==> src/rtl/uart_tx_fifo_pkg.sv <==
// Shared types and defaults for the UART transmit FIFO and its drain FSM.
package uart_tx_fifo_pkg;

  localparam int DEFAULT_DEPTH = 16;
  localparam int DEFAULT_WIDTH = 8;

  typedef enum logic [1:0] {
    IDLE      = 2'd0,
    WAIT_BUSY = 2'd1,
    WAIT_DONE = 2'd2
  } drain_state_e;

  function automatic int ptr_width(input int depth);
    return (depth > 1) ? $clog2(depth) : 1;
  endfunction

endpackage

==> src/rtl/uart_tx_fifo_sync_fifo.sv <==
// Circular byte buffer with registered full/empty/count; storage is not reset.
module sync_fifo
  import uart_tx_fifo_pkg::*;
#(
  parameter  int DEPTH = DEFAULT_DEPTH,
  parameter  int WIDTH = DEFAULT_WIDTH,
  localparam int PW    = ptr_width(DEPTH)
) (
  input  logic             clk,
  input  logic             rst_n,
  input  logic             push,
  input  logic [WIDTH-1:0] push_data,
  input  logic             pop,
  output logic [WIDTH-1:0] head_data,
  output logic             full,
  output logic             empty,
  output logic [PW:0]      count
);

  // push is taken only while full is low and pop only while empty is low;
  // a strobe against the corresponding flag is ignored and leaves all state intact.
  logic [WIDTH-1:0] mem_q [DEPTH];
  logic [PW-1:0]    wr_ptr_q, wr_ptr_d;
  logic [PW-1:0]    rd_ptr_q, rd_ptr_d;
  logic [PW:0]      count_q, count_d;
  logic             full_q, full_d;
  logic             empty_q, empty_d;
  logic             push_ok, pop_ok;

  assign push_ok = push & ~full_q;
  assign pop_ok  = pop & ~empty_q;

  // DEPTH is a power of two, so pointer overflow is the wrap to 0.
  always_comb begin
    wr_ptr_d = wr_ptr_q + PW'(push_ok);
    rd_ptr_d = rd_ptr_q + PW'(pop_ok);
    count_d  = count_q;
    case ({push_ok, pop_ok})
      2'b10:   count_d = count_q + 1'b1;
      2'b01:   count_d = count_q - 1'b1;
      default: count_d = count_q;
    endcase
    full_d  = (count_d == (PW+1)'(DEPTH));
    empty_d = (count_d == '0);
  end

  always_ff @(posedge clk or negedge rst_n) begin
    if (!rst_n) begin
      wr_ptr_q <= '0;
      rd_ptr_q <= '0;
      count_q  <= '0;
      full_q   <= 1'b0;
      empty_q  <= 1'b1;
    end else begin
      wr_ptr_q <= wr_ptr_d;
      rd_ptr_q <= rd_ptr_d;
      count_q  <= count_d;
      full_q   <= full_d;
      empty_q  <= empty_d;
    end
  end

  always_ff @(posedge clk) begin
    if (push_ok) mem_q[wr_ptr_q] <= push_data;
  end

  assign head_data = mem_q[rd_ptr_q];
  assign full      = full_q;
  assign empty     = empty_q;
  assign count     = count_q;

endmodule

==> src/rtl/uart_tx_fifo.sv <==
// Byte FIFO in front of an async_transmitter, drained one byte per busy cycle.
module uart_tx_fifo
  import uart_tx_fifo_pkg::*;
#(
  parameter  int DEPTH = DEFAULT_DEPTH,
  parameter  int WIDTH = DEFAULT_WIDTH,
  localparam int CW    = ptr_width(DEPTH) + 1
) (
  input  logic             clk,
  input  logic             rst_n,
  input  logic             wr_en,
  input  logic [WIDTH-1:0] wr_data,
  output logic             full,
  output logic             empty,
  output logic [CW-1:0]    count,
  output logic             overflow,
  input  logic             ovf_clr,
  input  logic             TxD_busy,
  output logic             TxD_start,
  output logic [WIDTH-1:0] TxD_data,
  output drain_state_e     dbg_state
);

  drain_state_e     state_q, state_d;
  logic             start_q, start_d;
  logic [WIDTH-1:0] data_q, data_d;
  logic             overflow_q, overflow_d;
  logic [WIDTH-1:0] head_data;
  logic             drop;

  // The head is popped during the start cycle, so the byte is still counted
  // while TxD_start is high and empty never coincides with the pulse.
  sync_fifo #(
    .DEPTH (DEPTH),
    .WIDTH (WIDTH)
  ) u_fifo (
    .clk       (clk),
    .rst_n     (rst_n),
    .push      (wr_en),
    .push_data (wr_data),
    .pop       (start_q),
    .head_data (head_data),
    .full      (full),
    .empty     (empty),
    .count     (count)
  );

  assign drop = wr_en & full;

  always_comb begin
    state_d    = state_q;
    start_d    = 1'b0;
    data_d     = data_q;
    overflow_d = drop ? 1'b1 : (ovf_clr ? 1'b0 : overflow_q);
    case (state_q)
      IDLE: begin
        if (!empty && !TxD_busy) begin
          start_d = 1'b1;
          data_d  = head_data;
          state_d = WAIT_BUSY;
        end
      end
      WAIT_BUSY: if (TxD_busy)  state_d = WAIT_DONE;
      WAIT_DONE: if (!TxD_busy) state_d = IDLE;
      default:   state_d = IDLE;
    endcase
  end

  always_ff @(posedge clk or negedge rst_n) begin
    if (!rst_n) begin
      state_q    <= IDLE;
      start_q    <= 1'b0;
      data_q     <= '0;
      overflow_q <= 1'b0;
    end else begin
      state_q    <= state_d;
      start_q    <= start_d;
      data_q     <= data_d;
      overflow_q <= overflow_d;
    end
  end

  assign TxD_start = start_q;
  assign TxD_data  = data_q;
  assign overflow  = overflow_q;
  assign dbg_state = state_q;

endmodule

==> config.mk <==
export PLATFORM = sky130hd
export DESIGN_NAME = uart_tx_fifo
export DESIGN_NICKNAME = d
export VERILOG_FILES = /design/src/rtl/uart_tx_fifo_pkg.sv /design/src/rtl/uart_tx_fifo_sync_fifo.sv /design/src/rtl/uart_tx_fifo.sv
export SDC_FILE = /design/constraint.sdc
export NUM_CORES = 1
export LEC_CHECK = 0
export BUFFER_PORTS_ARGS = -buffer_cell sky130_fd_sc_hd__buf_2
export CORE_MARGIN = 10
export CORE_UTILIZATION = 30
export CTS_BUF_LIST = sky130_fd_sc_hd__clkbuf_4 sky130_fd_sc_hd__clkbuf_8 sky130_fd_sc_hd__clkbuf_16
export DETAILED_ROUTE_END_ITERATION = 10
export PLACE_DENSITY_LB_ADDON = 0.15
export SLEW_MARGIN = 20
export SYNTH_ARGS = -nofsm -noshare
export SYNTH_HDL_FRONTEND = slang
export SYNTH_SLANG_ARGS = --single-unit
==> constraint.sdc <==
create_clock -name clk -period 7 [get_ports clk]
set_input_delay 1.4 -clock clk [delete_from_list [all_inputs] [get_ports clk]]
set_output_delay 1.4 -clock clk [all_outputs]
set_load 0.01 [all_outputs]
======== Word level (Yosys, flattened, before mapping) ========
Memories as Yosys holds them, arrays and structs flattened. A register that Yosys moved wholly into a read port is not among the register bits.
Cells that the tools add are included.
word-level totals
  register bits after elaboration ......... 19
  bits in latches ......................... 0
  memory bits (writable) .................. 128
  bits in read-only memories .............. 0
  input bits .............................. 13
  word-level logic and storage cells ...... 46
  memories kept ........................... 1
memory list
  memory        depth  width  rd ports  clocked after memory_dff  wr ports  RTL line                      text
  u_fifo.mem_q  16     8      1         1                         1         uart_tx_fifo_sync_fifo.sv:22  logic [WIDTH-1:0] mem_q [DEPTH];
operators by class
  add/subtract/negate cells ............... 4
  multiply operators ...................... 0
  divide/modulo/power cells ............... 0
  order comparisons ....................... 0
  equal/unequal tests ..................... 8
  shift-type cells ........................ 0
  mux-type cells .......................... 11
  bitwise operators ....................... 5
  reduce and logical (&&, ||, !) cells .... 9
operator list
  operator             count
  $pmux 5 s2           1
  $add 4x1->4          2
  $mux 1               6
  $mux 2               3
  $ne 2x2->1 const B   3
  $pmux 2 s3           1
  $add 5x1->5 const B  1
  $eq 5x5->1 const B   1
  $logic_not 5->1      1
  $sub 5x1->5 const B  1
  $eq 2x1->1 const B   2
  $eq 2x2->1 const B   2
  $and 1x1->1          3
  $logic_not 1->1      3
  $reduce_and 3->1     1
  $logic_not 2->1      1
  $not 1->1            2
  $reduce_and 2->1     1
  $reduce_bool 2->1    1
  $logic_and 1x1->1    1

======== Depth between registers and ports, before layout ========
Gate-level depths: netlist of run 1.
  word-level depth ........................ 5
  depth in mapped cells ................... 12
  gate-level depth less buffers ........... 11

======== Modules after synthesis ========
A second synthesis of run 1 with hierarchy kept.
unflattened totals
  cells, all modules ...................... 306
  area total of the unflattened synthesis .. 6,173.4 sq um
by module, submodules not included
  module        instances  cells an instance  area an instance (sq um)  sequential area each (sq um)
  sync_fifo     1          278                5,723.0                   4,220.3
  uart_tx_fifo  1          28                 450.4                     300.3

======== Worst setup path before layout of run 1 ========
Ideal clock, no wire load.
  path type ............................... input -> register
  from .................................... in wr_en
  to ...................................... reg u_fifo.full_q, in the netlist u_fifo.full
  arrival time ............................ 3,115 ps
  slack ................................... 3,759 ps
  stages on the path ...................... 12
  path buffers ............................ 1
  cells stage by stage .................... nand2b_1 buf_4 inv_2 nor2_2 xor2_1 ha_1 a21oi_1 nor3_2 and4bb_2 nor3_2 nor3b_2 o311a_1
on the way
  cells in the longest elaborated chain, start to end .. 4
ends and longest elaborated chain
  element                                   RTL line                      text
  from (decl)                               uart_tx_fifo.sv:11            input logic wr_en,
  $and 1x1->1 (*)                           uart_tx_fifo_sync_fifo.sv:30  assign push_ok = push & ~full_q;
  $eq 2x1->1 or $eq 2x2->1 (tied branches)  uart_tx_fifo_sync_fifo.sv:38  case ({push_ok, pop_ok})
  $pmux 5 s2 (*)                            uart_tx_fifo_sync_fifo.sv:38
  $eq 5x5->1 (*)                            uart_tx_fifo_sync_fifo.sv:43  full_d = (count_d == (PW+1)'(DEPTH));
  named net u_fifo.full_d                   uart_tx_fifo_sync_fifo.sv:26  logic full_q, full_d;
  to (signal assigned)                      uart_tx_fifo_sync_fifo.sv:58  full_q <= full_d;
  to (decl)                                 uart_tx_fifo_sync_fifo.sv:26
The timed path passes the listed nets; every way through them passes the cells marked *.
A chain may end at the register's enable or synchronous reset.

======== Worst setup path after layout of run 1 ========
Ends and elaborated chain as after synthesis.

==> reports/results.ini, run 1 <==
[floorplan]
die_y_um=166
core_area_um2=21000
ios=32
die_w_um=166
start_util_pct=30.4
dieArea_um2=27500
row_count=53

[logic_synthesis]
synth.distinct_cells=50
netlist.area_leader.share_pct=60.4
avgSynthCellArea_um2=18.8
synth_area_leaders=edfxtp_1 (60%), dfrtp_1 (10%), mux4_2 (8.1%), mux4_1 (3.7%), mux2i_1 (1.4%)
yosysWarnings=0
yosys-top-cells-count=edfxtp_1 (128), dfrtp_1 (26), mux4_2 (23)
syn_nets=357
synth_ff_type=edfxtp_1
synth_cells=338
yosysMostFrequentCell=edfxtp_1
synth_enable_flop_cells=128
synth_seq_cells=155
yosysTopAreaCell=edfxtp_1
syn_area_um2=6370
seq_area_frac_synth_pct=71.0
synthArstFlopShare_pct=17.4

[sta]
worstMarginPinSlew_ns=1.05
final.setup.tns_ns=0
clock_skew_ns=0.00774
finalHoldViolCount=0
setup_viol=0
max_freq_mhz=309
min_period_over_period_pct=46.2
rsz0062_at_grt=no
min_period_ns=3.23
finalMaxSlewViolations=0
max_slew_margin_pct=30.1
whs_ns=0.500

[cts]
clock_path_buffers=2
cts-root-buf=clkbuf_16
clk_latency_ns=0.42
clk_pin_slew_ns=0.06
cts.repair.resized=0
cts_made_buffers=17
postCtsHoldBufs=0
htree_num_levels=4
clock-sinks=155
cts_setup_buffers=0
tritoncts=built

[pwr]
powerDensity_nw_per_um2=431
p_leak_nw=2.57
worst_ir_drop_vdd_mv=0.151

[place]
place_congestion=0.720
place_area_um2=6810
placement.io_buffers=31
hpwl_mm=8.21

[worst_hold_path]
hold_depth=1
hp-start=TxD_data[1]
hold_path.class=flop to flop
hold_end=TxD_data[1]

[final_layout]
insertedDiodeCount=0
final_area_um2=7420
fill_cells=1985
drive_above_1_share_pct=29.4
syn_to_final_growth_pct=16.6
finalNetCount=395

[routing]
ant_nets=0
drtPass1Iterations=6
vias=3091
drt_iter0_markers=147
drc=0
wl_per_cell_um=20.3
wl_mm=13.5
viasPerCell=4.66

[worst_setup_path]
arrival_ns=3.53
end_kind=flop
worstRegToRegCells=6
worstPathMaxFanout=7
cp_cell_sequence=buf_2 > nand2b_1 > inv_2 > nor2_2 > xor2_1 > ha_1 > a21oi_1 > nor3_2 > and4bb_2 > nor3_2 > nor3b_2 > o311a_1
r2r_setup_slack_ns=4.17
crit_top_cell=nor3_2
start_kind=primary input
path_class=primary input to flop
crit_family=simple AND/OR/NAND/NOR gates
required_ns=7.30
r2r_end=TxD_data[7]
timing.rr.start=u_fifo.rd_ptr_q[0]
critical_path.slowest_cell=o311a_1
cp_num_buf_inv=2
slowest_delay_ns=0.29

[global_route]
antenna_found_initial=0
gr-total-overflow=0
grt_start_max_net_pins=33
grt_pass1_wl_mm=21.1
grt_pass1_vias=3325
grt_use_total_pct=10.2

[flow_run]
maxCapViolations=0

[status]
outcome=completed

[worst max-delay path by stage]
stage / start / endpoint / depth (start not counted)
final: wr_en / u_fifo.full / 12
after global routing: wr_en / u_fifo.full / 12
after CTS: wr_en / u_fifo.full / 12
after detailed placement: wr_en / u_fifo.full / 12
after global placement: wr_en / u_fifo.empty / 12
after floorplan: wr_en / u_fifo.full / 12
[registers in the layout, summed over array words and instances, names as in the netlist]
| name | count |
|---|---|
| overflow | 1 |
| u_fifo.empty | 1 |
| u_fifo.wr_ptr_q | 4 |
| TxD_start | 1 |
| TxD_data | 8 |
| u_fifo.full | 1 |
| u_fifo.rd_ptr_q | 4 |
| u_fifo.mem_q | 128 |
| dbg_state | 2 |
| u_fifo.count | 5 |
[report_power, final]
group	total (W)	switching (W)	internal (W)
sequential	0.00126	0.000103	0.00116
combinational	0.000967	0.000533	0.000435
clock	0.000966	0.000369	0.000597
[cell usage in the layout, fill, tap and decap left out, types with 9 or more instances in the layout]
cell type,instances
a21oi_1,12
buf_2,31
clkbuf_16,17
dfrtp_1,25
edfxtp_1,128
mux2i_1,9
mux4_1,9
mux4_2,23
nor2_1,16
nor2b_1,11
[metrics by stage]
step / std cells / setup WS (ns) / power, W / util, %
2_1_floorplan: 338 / 3.76 / 0.00199 / -
3_3_place_gp: 632 / 3.40 / 0.00226 / 32.5
3_5_place_dp: 632 / 3.35 / 0.00228 / 32.5
4_1_cts: 663 / 3.80 / 0.00325 / 35.4
5_1_grt: 663 / 3.60 / 0.00339 / 35.4
6_report: 663 / 3.77 / 0.00320 / 35.4
[layout make-up]
| cell class | count | area (µm²) | share of cell area, % |
|---|---|---|---|
| Tap cell | 275 | 344 | 4.63 |
| Multi-Input combinational cell | 159 | 1720 | 23.1 |
| Timing Repair Buffer | 37 | 200 | 2.70 |
| Inverter | 6 | 22.5 | 0.303 |
| Sequential cell | 155 | 4520 | 60.9 |
| Clock inverter | 14 | 194 | 2.61 |
| Clock buffer | 17 | 425 | 5.73 |
[logic make-up (layout without fill, tap and decap cells)]
kind of cell             Yosys count  count (layout)  share of synthesized area [%]
buffers and inverters             24              74                           2.28
XOR/XNOR                          10              10                           1.38
flip-flops                       155             155                           71.0
AO/OA/AOI/OAI                     33              33                           3.79
adder cells (fa/ha/maj)            6               6                           1.18
AND/OR/NAND/NOR                   60              60                           5.46
multiplexers                      50              50                           14.9
[layer usage]
metal	track usage [%]	wire length (µm)	vias up	part of all wire (%)
li1	-	-	1421	-
met1	13.5	6430	1616	48
met2	15.7	6440	47	48
met3	3.03	472	7	3.5
met4	3.35	117	0	0.87
met5	0	0	-	0
(Power assumes the default switching activity.)
==> run 2, diff against run 1 <==
clock period = 3.2 ns   (was 7 ns; I/O delays follow)
==> reports/results.ini, run 2 (synthesis gave the netlist of run 1 again) <==
[final_layout]
final_common_cell=edfxtp_1  ; unchanged
most-common-layout-cells=edfxtp_1 (128), buf_2 (31), dfrtp_1 (25), buf_4 (25), mux4_2 (23)  ; was edfxtp_1 (128), buf_2 (31), dfrtp_1 (25)
drive_above_1_share_pct=33.0  ; was 29.4%
fill_cells=1968  ; was 1985
insertedDiodeCount=0  ; unchanged
largest_register_ffs=128  ; unchanged
syn_to_final_growth_pct=18.4  ; was 16.6%
final_area_um2=7540  ; was 7420 µm²
final_cell_count_no_fill=684  ; was 663
largest_register=u_fifo.mem_q  ; unchanged
finalNetCount=415  ; was 395

[routing]
vias=3202  ; was 3091
wl_per_cell_um=20.4  ; was 20.3 µm
ant_nets=0  ; unchanged
drt_iter0_markers=175  ; was 147
viasPerCell=4.68  ; was 4.66
wl_mm=13.9  ; was 13.5 mm
drtPass1Iterations=4  ; was 6
drc=0  ; unchanged

[floorplan]
die_y_um=166  ; unchanged
row_count=53  ; unchanged
dieArea_um2=27500  ; unchanged
start_util_pct=30.4  ; unchanged
ios=32  ; unchanged
core_area_um2=21000  ; unchanged
die_w_um=166  ; unchanged

[status]
outcome=completed  ; unchanged

[sta]
clock_skew_ns=0.0154  ; was 0.00774 ns
whs_ns=0.250  ; was 0.500 ns
max_slew_margin_pct=38.3  ; was 30.1%
max_freq_mhz=371
final.setup.tns_ns=0  ; unchanged
finalHoldViolCount=0  ; unchanged
rsz0062_at_grt=no  ; unchanged
finalMaxSlewViolations=0  ; unchanged
setup_viol=0  ; unchanged
min_period_ns=2.70
worstMarginPinSlew_ns=0.926  ; was 1.05 ns
min_period_over_period_pct=84.3

[global_route]
met3_usage_pct=2.60  ; was 3.03%
top_usage_layer=met2  ; unchanged
gr-total-overflow=0  ; unchanged
grt_use_total_pct=10.3  ; was 10.2%
use_met2_pct=15.9  ; was 15.7%
grt_start_max_net_pins=29  ; was 33
grt_pass1_wl_mm=21.4  ; was 21.1 mm
grt_pass1_vias=3355  ; was 3325
grt_use_met1_pct=13.6  ; was 13.5%
antenna_found_initial=0  ; unchanged

[pwr]
p_leak_nw=2.66  ; was 2.57 nW
worst_ir_drop_vdd_mv=0.285  ; was 0.151 mV
powerDensity_nw_per_um2=920  ; was 431 nW/µm²

[place]
place_inst=652  ; was 632
hpwl_mm=8.87  ; was 8.21 mm
place_congestion=0.747  ; was 0.720
placement.io_buffers=31  ; unchanged
place_area_um2=6950  ; was 6810 µm²

[worst_setup_path]
worstPathMaxFanout=9  ; was 7
path_class=flop to flop  ; was primary input to flop
required_ns=3.57  ; was 7.30 ns
end_kind=flop  ; unchanged
arrival_ns=3.06  ; was 3.53 ns
start_kind=flop  ; was primary input

[cts]
cts.repair.resized=0  ; unchanged
htree_num_levels=4  ; unchanged
clk_pin_slew_ns=0.06  ; about the same
cts-root-buf=clkbuf_16  ; unchanged
cts_setup_buffers=0  ; unchanged
postCtsHoldBufs=0  ; unchanged
clk_latency_ns=0.43  ; was 0.42 ns
tritoncts=built  ; unchanged
clock_path_buffers=2  ; unchanged
clock-sinks=155  ; unchanged
cts_made_buffers=17  ; unchanged

[flow_run]
maxCapViolations=0  ; unchanged

[worst_hold_path]
hold_path.class=primary input to async pin  ; was flop to flop

==> run 2: cell count changes in the layout (fill, tap and decap cells not counted), moves of 2 or more <==
cell | previous run | this run
clkinv_1 | 3 | 0
bufinv_16 | 4 | 1
clkinv_8 | 0 | 2
nor3_1 | 3 | 6
buf_4 | 6 | 25
inv_6 | 1 | 4
nor3_2 | 5 | 2
==> run 2: area by class of cell <==
cell class | instances | area, µm² | share of cell area, %
Sequential cell | 155 | 4520 | 60.0
Tap cell | 275 | 344 | 4.56
Timing Repair Buffer | 57 | 363 | 4.81
Multi-Input combinational cell | 159 | 1700 | 22.6
Clock inverter | 15 | 161 | 2.14
Clock buffer | 17 | 425 | 5.64
Inverter | 6 | 22.5 | 0.299
==> run 2: layer usage <==
layer	up-vias	share of wire, %
met2	45	49
met4	0	1.3
li1	1463	-
met5	-	0
met1	1680	47
met3	14	3.3
==> run 2: metrics by stage <==
| step | util (%) | total power, W | setup WS [ns] |
|---|---|---|---|
| 5_1_grt | 36.0 | 0.00736 | 0.260 |
| 3_5_place_dp | 33.2 | 0.00507 | 0.233 |
| 2_1_floorplan | - | 0.00435 | 0.719 |
| 6_report | 36.0 | 0.00693 | 0.504 |
| 3_3_place_gp | 33.2 | 0.00505 | 0.350 |
| 4_1_cts | 36.0 | 0.00705 | 0.493 |
==> run 2: final timing paths <==
| path | start | endpoint | slack [ns] | cells after the start |
|---|---|---|---|---|
| worst max-delay path | u_fifo.empty | u_fifo.empty | 0.50 | 9 |
| worst min-delay path | rst_n | dbg_state[0] | 0.25 | 1 |
| worst max register to register | u_fifo.empty | u_fifo.empty | 0.50 | 9 |
| worst min register to register | TxD_data[0] | TxD_data[0] | 0.51 | 1 |
| max in group asynchronous | rst_n | u_fifo.rd_ptr_q[0] | 2.47 | 1 |
| min in group clk | TxD_busy | dbg_state[0] | 0.40 | 2 |
==> run 2: critical path, cell delays in order (launching register included) <==
cell	delay, ns
dfstp_2	0.57
nand2b_1	0.25
inv_1	0.15
ha_1	0.33
a21oi_1	0.28
nor3_2	0.09
and4bb_2	0.24
nor3_2	0.27
nor3b_2	0.26
o311a_1	0.18
==> run 2: power breakdown <==
part           switching, W  internal [W]
clock network      0.000862       0.00110
registers          0.000282       0.00254
logic               0.00112       0.00104
total               0.00227       0.00467
==> run 3, diff against run 2 <==
ABC_AREA = 1   (was default)
clock period = 2.7 ns   (was 3.2 ns; I/O delays follow)
==> reports/results.ini, run 3 <==
[logic_synthesis]
synth_top_family_by_area=simple AND/OR/NAND/NOR gates  ; was multiplexers
synth_xor_area_share_pct=0.824  ; was 1.38%
yosysWarnings=0  ; unchanged
synth_cells=520  ; was 338
synth_enable_flop_cells=128  ; unchanged
synth_area_leaders=edfxtp_1 (60%), dfrtp_1 (10%), nor2_1 (7.4%), o211ai_1 (3.8%), o21ai_0 (3.3%)  ; was edfxtp_1 (60%), dfrtp_1 (10%), mux4_2 (8.1%), mux4_1 (3.7%), mux2i_1 (1.4%)
yosys-top-cells-count=edfxtp_1 (128), nor2_1 (125), o21ai_0 (42)  ; was edfxtp_1 (128), dfrtp_1 (26), mux4_2 (23)
yosysTopAreaCell=edfxtp_1  ; unchanged
seq_area_frac_synth_pct=70.8  ; was 71.0%
synth.distinct_cells=32  ; was 50
synthArstFlopShare_pct=17.4  ; unchanged
syn_nets=539  ; was 357
avgSynthCellArea_um2=12.3  ; was 18.8 µm²
yosys.area_share.simple_pct=13.0  ; was 5.46%
syn_area_um2=6380  ; was 6370 µm²
synth_seq_cells=155  ; unchanged
synthAdderAreaFrac_pct=1.18  ; about the same
synth.area.mux_share_pct=0  ; was 14.9%
netlist.area_leader.share_pct=60.2  ; was 60.4%
yosysMostFrequentCell=edfxtp_1  ; unchanged
synth_compound_area_share_pct=10.2  ; was 3.79%
synth_ff_type=edfxtp_1  ; unchanged

[worst_setup_path]
end_kind=flop  ; unchanged
critical_path.startpoint=u_fifo.rd_ptr_q[1]  ; was u_fifo.empty
timing.rr.start=u_fifo.rd_ptr_q[1]  ; was u_fifo.empty
r2r_setup_slack_ns=0.71  ; was 0.50 ns
start_kind=flop  ; unchanged
worstPathMaxFanout=47  ; was 9
required_ns=3.03  ; was 3.57 ns
arrival_ns=2.32  ; was 3.06 ns
path_class=flop to flop  ; unchanged

[pwr]
worst_ir_drop_vdd_mv=0.508  ; was 0.285 mV
comb_power_share_pct=30.2  ; was 31.1%
clock_power_share_pct=28.9  ; was 28.2%
seq_power_share_pct=40.9  ; was 40.6%
p_switching_w=0.00295  ; was 0.00227 W
p_leak_nw=2.66  ; about the same
powerDensity_nw_per_um2=1100  ; was 920 nW/µm²
switching_share_pct=36.1  ; was 32.7%
p_int_w=0.00522  ; was 0.00467 W

[cts]
tritoncts=built  ; unchanged
clk_latency_ns=0.42  ; was 0.43 ns
cts-root-buf=clkbuf_16  ; unchanged
htree_num_levels=4  ; unchanged
cts.repair.resized=0  ; unchanged
postCtsHoldBufs=0  ; unchanged
clock-sinks=155  ; unchanged
clk_pin_slew_ns=0.06  ; about the same
cts_setup_buffers=0  ; unchanged
clock_path_buffers=2  ; unchanged
cts_made_buffers=17  ; unchanged

[place]
place_congestion=0.806  ; was 0.747
hpwl_mm=9.99  ; was 8.87 mm
placement.io_buffers=31  ; unchanged

[floorplan]
core_area_um2=21000  ; unchanged
die_w_um=166  ; about the same
start_util_pct=30.5  ; was 30.4%
die_y_um=166  ; about the same
row_count=53  ; unchanged
dieArea_um2=27500  ; about the same
ios=32  ; unchanged

[routing]
met2_length_mm=7.93  ; was 6.77 mm
wl_mm=15.6  ; was 13.9 mm
drc=0  ; unchanged
vias=4009  ; was 3202
wl_met1_mm=6.97  ; was 6.53 mm
viasPerCell=4.72  ; was 4.68
wl_per_cell_um=18.4  ; was 20.4 µm
top_layer_used=met4  ; unchanged
met3_length_um=672  ; was 456 µm
drtPass1Iterations=4  ; unchanged
ant_nets=0  ; unchanged
drt_iter0_markers=196  ; was 175

[final_layout]
multiInputGateArea_um2=1610  ; was 1700 µm²
fin_util_pct=35.6  ; was 36.0%
drive_above_1_share_pct=17.8  ; was 33.0%
largest_register=u_fifo.mem_q  ; unchanged
fill_cells=2096  ; was 1968
largest_register_ffs=128  ; unchanged
seq_area_um2=4520  ; about the same
finalNetCount=580  ; was 415
insertedDiodeCount=0  ; unchanged
syn_to_final_growth_pct=16.8  ; was 18.4%
final_common_cell=edfxtp_1  ; unchanged
most-common-layout-cells=edfxtp_1 (128), nor2_1 (125), o21ai_0 (42)  ; was edfxtp_1 (128), buf_2 (31), dfrtp_1 (25), buf_4 (25), mux4_2 (23)

[sta]
max_freq_mhz=502  ; was 371 MHz
finalMaxSlewViolations=0  ; unchanged
setup_viol=0  ; unchanged
min_period_ns=1.99  ; was 2.70 ns
finalHoldViolCount=0  ; unchanged
final.setup.tns_ns=0  ; unchanged
clock_skew_ns=0.0204  ; was 0.0154 ns
max_slew_margin_pct=41.6  ; was 38.3%
worstMarginPinSlew_ns=0.876  ; was 0.926 ns
rsz0062_at_grt=no  ; unchanged
min_period_over_period_pct=73.7  ; was 84.3%

[global_route]
gr-total-overflow=0  ; unchanged
grt_use_total_pct=11.5  ; was 10.3%
grt_pass1_vias=4137  ; was 3355
grt_pass1_wl_mm=24.4  ; was 21.4 mm
grt_start_max_net_pins=66  ; was 29
antenna_found_initial=0  ; unchanged

[flow_run]
maxCapViolations=0  ; unchanged

[worst_hold_path]
hold_path.class=primary input to async pin  ; unchanged

[status]
outcome=completed  ; unchanged

run 3: cell count changes after synthesis, sizes merged, moves of 12 or more:
cell	previous run	this run
inv	6	22
mux4	32	0
nand2	5	31
nand3	4	29
nor2	17	127
nor2b	12	0
o211ai	0	32
o21ai	2	68
run 3: worst max-delay path, stage by stage (launching register included):
cell      delay [ns]
dfrtp_2         0.92
buf_4           0.33
o21ai_0         0.12
o211ai_1        0.19
nand3_1         0.10
a31oi_1         0.20
run 3: worst paths after layout:
check / end / cells after the start
min in group clk: overflow / 2
max: TxD_data[2] / 5
max in group asynchronous: u_fifo.rd_ptr_q[1] / 1
min: u_fifo.wr_ptr_q[3] / 1
min reg2reg: overflow / 2
max reg2reg: TxD_data[2] / 5
run 3: cell families (layout without fill, tap and decap cells):
family | count (synthesis) | count (layout)
AOI/OAI and AO/OA | 112 | 112
xor gates and xnor gates | 6 | 6
adders and majority gates | 6 | 6
buffers and inverters | 48 | 102
DFF | 155 | 155
and+or+nand+nor | 193 | 193
run 3: metrics by stage:
step,std cells,power [W],hold WS (ns),cell area [µm²],setup slack (ns)
3_5_place_dp,817,0.00593,0.512,6860,0.607
6_report,849,0.00817,0.161,7460,0.709
2_1_floorplan,520,0.00504,0.244,6380,0.890
3_3_place_gp,817,0.00592,0.506,6860,0.605
5_1_grt,849,0.00874,0.196,7460,0.519
4_1_cts,849,0.00831,0.160,7460,0.695
run 3: area by class of cell:
| cell class | count | share of cell area [%] |
|---|---|---|
| multi-input combinational | 317 | 21.6 |
| timing repair buffer | 48 | 3.96 |
| clock buffer | 22 | 7.08 |
| clock inverter | 10 | 0.957 |
| tap | 275 | 4.61 |
| inverter | 22 | 1.11 |
| sequential | 155 | 60.7 |
run 3: power groups by stage:
stage	clock network, W	logic, W	registers (W)
6_report	0.00236	0.00247	0.00334
5_1_grt	0.00252	0.00283	0.00340
4_1_cts	0.00242	0.00254	0.00335
3_5_place_dp	0	0.00253	0.00340
3_3_place_gp	0	0.00253	0.00339
2_1_floorplan	0	0.00180	0.00324
run 3: metal layers:
layer	GRT usage (%)	vias up
li1	-	1942
met2	19.7	69
met1	14.0	1994
met3	2.93	4
met4	3.31	0
met5	0	-
